[src/rtl/flow_ctrl.sv]
// Pipeline flow controller: branch/jump flush, load-use and D-cache stall.
// Optional perf counters enabled by defining FC_PERF_CNT_EN.
module flow_ctrl #(
  parameter int unsigned DC_TIMEOUT = 255
) (
  input  logic        clk,
  input  logic        rst_n,
  input  logic        ex_btype_taken_i,
  input  logic [31:0] ex_btype_jump_pc_i,
  input  logic        id_jtype_flag_i,
  input  logic [31:0] id_jtype_jump_pc_i,
  input  logic        ex_mtype_i,
  input  logic        ex_mem_rw_i,
  input  logic [4:0]  ex_reg_waddr_i,
  input  logic [4:0]  id_rs1_raddr_i,
  input  logic [4:0]  id_rs2_raddr_i,
  input  logic        id_rs1_re_i,
  input  logic        id_rs2_re_i,
  input  logic        dcache_miss_i,
  input  logic        dcache_ready_i,
  output logic        fc_flush_btype_flag_o,
  output logic        fc_flush_jtype_flag_o,
  output logic        fc_Dcache_stall_flag_o,
  output logic        fc_load_use_stall_o,
  output logic        fc_jump_flag_o,
  output logic [31:0] fc_jump_pc_o,
  output logic        fc_dcache_timeout_o,
  output logic [31:0] fc_stall_cnt_o,
  output logic [31:0] fc_flush_cnt_o
);

  typedef enum logic {
    S_IDLE,
    S_MISS
  } state_t;

  localparam logic [16:0] TO_LIM = 17'(DC_TIMEOUT);

  state_t      r_state;
  state_t      w_state_nxt;
  logic [15:0] r_to_cnt;
  logic        r_to_flag;
  logic [16:0] w_cnt_inc;
  logic        w_stall;
  logic        w_bflush;
  logic        w_hazard;
  logic        w_lu;
  logic        w_jflush;

  always_comb begin
    w_state_nxt = r_state;
    w_stall     = 1'b0;
    unique case (r_state)
      S_IDLE: begin
        w_stall = dcache_miss_i;
        if (dcache_miss_i) w_state_nxt = S_MISS;
      end
      S_MISS: begin
        w_stall = ~dcache_ready_i;
        if (dcache_ready_i) w_state_nxt = S_IDLE;
      end
      default: w_state_nxt = S_IDLE;
    endcase
    // outputs held low while reset is asserted
    w_stall = w_stall & rst_n;
  end

  always_comb begin
    w_hazard = ex_mtype_i & ~ex_mem_rw_i
             & (ex_reg_waddr_i != 5'd0)
             & ((id_rs1_re_i & (id_rs1_raddr_i == ex_reg_waddr_i))
             | (id_rs2_re_i & (id_rs2_raddr_i == ex_reg_waddr_i)));
    w_bflush = rst_n & ex_btype_taken_i & ~w_stall;
    w_lu     = rst_n & w_hazard & ~w_stall & ~w_bflush;
    w_jflush = rst_n & id_jtype_flag_i & ~w_stall
             & ~w_bflush & ~w_lu;
  end

  assign w_cnt_inc = {1'b0, r_to_cnt} + 17'd1;

  always_ff @(posedge clk) begin
    if (!rst_n) begin
      r_state   <= S_IDLE;
      r_to_cnt  <= 16'd0;
      r_to_flag <= 1'b0;
    end else begin
      r_state <= w_state_nxt;
      if (r_state == S_IDLE && w_state_nxt == S_MISS) begin
        r_to_cnt <= 16'd0;
      end else if (r_state == S_MISS && r_to_cnt != 16'hFFFF) begin
        r_to_cnt <= w_cnt_inc[15:0];
      end
      if (r_state == S_MISS && w_cnt_inc >= TO_LIM) begin
        r_to_flag <= 1'b1;
      end
    end
  end

  assign fc_flush_btype_flag_o  = w_bflush;
  assign fc_flush_jtype_flag_o  = w_jflush;
  assign fc_Dcache_stall_flag_o = w_stall;
  assign fc_load_use_stall_o    = w_lu;
  assign fc_jump_flag_o         = w_bflush | w_jflush;
  assign fc_jump_pc_o = w_bflush ? ex_btype_jump_pc_i
                      : w_jflush ? id_jtype_jump_pc_i
                      : 32'h0;
  assign fc_dcache_timeout_o    = r_to_flag;

`ifdef FC_PERF_CNT_EN
  logic [31:0] r_stall_cnt;
  logic [31:0] r_flush_cnt;

  always_ff @(posedge clk) begin
    if (!rst_n) begin
      r_stall_cnt <= 32'd0;
      r_flush_cnt <= 32'd0;
    end else begin
      if (w_stall) r_stall_cnt <= r_stall_cnt + 32'd1;
      if (w_bflush | w_jflush) r_flush_cnt <= r_flush_cnt + 32'd1;
    end
  end

  assign fc_stall_cnt_o = r_stall_cnt;
  assign fc_flush_cnt_o = r_flush_cnt;
`else
  assign fc_stall_cnt_o = 32'h0;
  assign fc_flush_cnt_o = 32'h0;
`endif

endmodule

[config.mk]
export PLATFORM = sky130hd
export DESIGN_NAME = flow_ctrl
export DESIGN_NICKNAME = d
export VERILOG_FILES = /design/src/rtl/flow_ctrl.sv
export SDC_FILE = /design/constraint.sdc
export NUM_CORES = 1
export LEC_CHECK = 0
export BUFFER_PORTS_ARGS = -buffer_cell sky130_fd_sc_hd__buf_2
export CAP_MARGIN = 20
export CORE_ASPECT_RATIO = 0.8
export CORE_MARGIN = 5
export CORE_UTILIZATION = 38
export CTS_CLUSTER_DIAMETER = 50
export DETAILED_ROUTE_END_ITERATION = 8
export HOLD_SLACK_MARGIN = 0.12
export PLACE_DENSITY = 0.82
export SETUP_SLACK_MARGIN = 0.1
export SLEW_MARGIN = 20
export SYNTH_ARGS = -nofsm -noshare
export SYNTH_HDL_FRONTEND = slang
export SYNTH_SLANG_ARGS = --single-unit
[constraint.sdc]
create_clock -name clk -period 2.6 [get_ports clk]
set_input_delay 0.26 -clock clk [delete_from_list [all_inputs] [get_ports clk]]
set_output_delay 0.26 -clock clk [all_outputs]
set_load 0.005 [all_outputs]
==> flow_summary_export.csv <==
group,metric,value,unit
route,drt-pass1-iter-count,4,
pwr,p_leak,1.33,nW
synth,syn-cell-area,2110,sq um
min_path,holdCritPathClass,"input port to register",
route,drt-initial-drc-count,65,
flow_run,max-cap-violations,0,
pwr,p_per_area,268,nW/um^2
clocking,cts_root_buffer,"clkbuf_8",
worst_setup_path,crit_path_start_kind,"input port",
route,ant_nets,0,
sta,timing.final.crit_share,0.887,
cells_and_area,n_fill_cell,557,
pwr,ir_drop,0.235,mV
floorplanning,num_rows,24,
worst_setup_path,crit_type,"input port to output pin",
cells_and_area,n_antenna_cell,0,
sta,rsz0062_at_grt,"no",
clocking,cts_buffers,3,
cells_and_area,area_growth,24.1,%
route,finalWirelength,6.65,mm
worst_setup_path,required,2340,ps
sta,worst_slack,293,ps
cells_and_area,multi_input_area,1410,sq um
clocking,cts_setup_buffers,0,
clocking,hold_buffers,0,
synth,syn_inst,267,
sta,slew_headroom,0.651,
worst_setup_path,worstPathCellList,"buf_2 -> or4_1 -> nor2_1 -> nor3b_1 -> a2111oi_4 -> buf_12 -> a22o_1 -> buf_2",
floorplanning,die_height,76.7,um
clocking,cts.clk_slew.worst_paths,70,ps
sta,finalSetupTns,0,ps
worst_setup_path,critPathMostFrequentCell,"buf_2",
sta,final_max_slew_viol_count,0,
synth,ys_ff_latch,18,
global_route,antenna_found_initial,0,
worst_setup_path,critPathTopFamily,"simple AND/OR/NAND/NOR gates",
clocking,clock_path_buffers,2,
cells_and_area,design_area,2620,sq um
sta,period_minus_slack,2310,ps
worst_setup_path,critical_path_arrival,2050,ps
route,routedWlPerCell,14.3,um
cells_and_area,drive_above_1_share,0.399,
clocking,cts_tree,"yes",
synth,synthFlopType,"dfxtp_1",
clocking,cts_sinks,18,
global_route,grt.total_usage,0.178,
pwr,power,0.702,mW
sta,tightest_slew,522,ps
worst_setup_path,critPathSlowestCell,"or4_1",
floorplanning,fp.dieW,93.3,um
floorplanning,dieArea,7150,sq um
sta,finalSetupViolCount,0,
synth,seq_area_frac_synth,0.171,
worst_setup_path,end_kind,"output pin",
route,via_count,2192,
clocking,cts_htree_levels,1,
synth,yosysUniqueCellTypes,44,
sta,skew,2.29,ps
global_route,grt_pass1_wl,10.7,mm
cells_and_area,nNetsFinal,479,
floorplanning,initial_core_util,0.388,
place,hpwl,5.69,mm
global_route,grt_max_degree,35,
floorplanning,io-pin-count,191,
place,place_ws,276,ps
place,gp_congestion,0.942,
sta,hold_viol,0,
clocking,post_cts_resized,0,
synth,async_flop_share,0,
status,status,"finished, final reports clean",
synth,synth-edff-count,0,
place,placed_area,2570,sq um
route,vias_per_cell,4.72,
synth,synth_area_per_cell,7.91,sq um
synth,ys_warn_count,0,
place,place.port_buffers,126,
worst_setup_path,crit_fanout,34,
worst_setup_path,r2r_slack,470,ps
floorplanning,core_area,5440,sq um
cells_and_area,seqCellArea,360,sq um
clocking,clkLatencyLatePin,250,ps
global_route,overflow,0,
sta,hold_slack,299,ps
sta,fmax,433,MHz
worst_setup_path,path_buf_inv,3,
worst_setup_path,cpPeakStageDelay,510,ps
global_route,grt_pass1_vias,2168,
route,drc,0,
cells in the mapped netlist (3+ instances only):
| cell type | instances | area (sq um) |
|---|---|---|
| nor2_1 | 20 | 75.1 |
| nand3_1 | 5 | 25.0 |
| xor2_1 | 11 | 96.3 |
| a31oi_1 | 3 | 18.8 |
| o211ai_1 | 7 | 52.6 |
| xnor2_1 | 13 | 114 |
| a22o_2 | 11 | 110 |
| buf_6 | 3 | 33.8 |
| nand4_1 | 7 | 43.8 |
| dfxtp_1 | 18 | 360 |
| nor3_1 | 5 | 25.0 |
| buf_4 | 64 | 480 |
| o2111ai_1 | 4 | 35.0 |
| nand2_1 | 12 | 45.0 |
| a22o_1 | 21 | 184 |
| clkbuf_1 | 10 | 37.5 |
| nor4_1 | 6 | 37.5 |
| and3_1 | 5 | 31.3 |
| inv_1 | 5 | 18.8 |
| o21ai_0 | 3 | 15.0 |
| or4_1 | 3 | 22.5 |
cell type report:
class	instances	area share
Multi-Input combinational cell	227	0.537
Timing Repair Buffer	133	0.266
Sequential cell	18	0.138
Tap cell	78	0.0372
Clock buffer	3	0.0158
Inverter	5	0.00716
flip-flops by register name, summed over array words and instances, names as in the netlist:
| register | count |
|---|---|
| r_to_cnt | 16 |
| fc_dcache_timeout_o | 1 |
| r_state | 1 |
power breakdown:
group | internal (mW) | switching (mW)
combinational | 0.113 | 0.115
clock | 0.103 | 0.0891
sequential | 0.279 | 0.00316
through the flow:
stage / util / instances
6_report: 0.482 / 464
5_1_grt: 0.482 / 464
4_1_cts: 0.481 / 464
3_5_place_dp: 0.474 / 461
3_3_place_gp: 0.474 / 461
2_1_floorplan: - / 330
worst paths after layout:
| path | startpoint | endpoint | cells after the start |
|---|---|---|---|
| worst max-delay path | ex_reg_waddr_i[1] | fc_jump_pc_o[13] | 8 |
| worst min-delay path | rst_n | r_state | 2 |
| worst max register to register | r_to_cnt[3] | fc_dcache_timeout_o | 5 |
| worst min register to register | r_to_cnt[5] | r_to_cnt[5] | 2 |
cell usage in the layout, fill, tap and decap left out, types with 3 or more instances in the layout:
| cell type | Yosys | final |
|---|---|---|
| buf_2 | 2 | 126 |
| conb_1 | 1 | 64 |
| a22o_1 | 21 | 21 |
| nor2_1 | 20 | 20 |
| dfxtp_1 | 18 | 18 |
| xnor2_1 | 13 | 13 |
| nand2_1 | 12 | 12 |
| a22o_2 | 11 | 11 |
| xor2_1 | 11 | 11 |
| nand4_1 | 7 | 7 |
| o211ai_1 | 7 | 7 |
| nor4_1 | 6 | 6 |
| buf_4 | 64 | 6 |
| inv_1 | 5 | 5 |
| and3_1 | 5 | 5 |
| nor3_1 | 5 | 5 |
| nand3_1 | 5 | 5 |
| o2111ai_1 | 4 | 4 |
| o21ai_0 | 3 | 3 |
| a31oi_1 | 3 | 3 |
| clkbuf_8 | 0 | 3 |
kinds of logic after synthesis:
group                      count (synthesis)  synth area share
AOI/OAI and AO/OA                         63             0.254
buffers and inverters                     85             0.277
and+or+nand+nor                           72             0.175
xor gates and xnor gates                  24            0.0996
adders and majority gates                  2            0.0119
DFF                                       18             0.171
muxes                                      2            0.0101
other                                      1           0.00178
per-layer routing:
metal | GRT usage | up-vias | share of wire
li1 | - | 1072 | -
met1 | 0.213 | 1008 | 0.39
met2 | 0.320 | 98 | 0.50
met3 | 0.0372 | 14 | 0.092
met4 | 0.0483 | 0 | 0.018
met5 | 0 | - | 0
No activity file was read; power rests on OpenSTA's default activity.
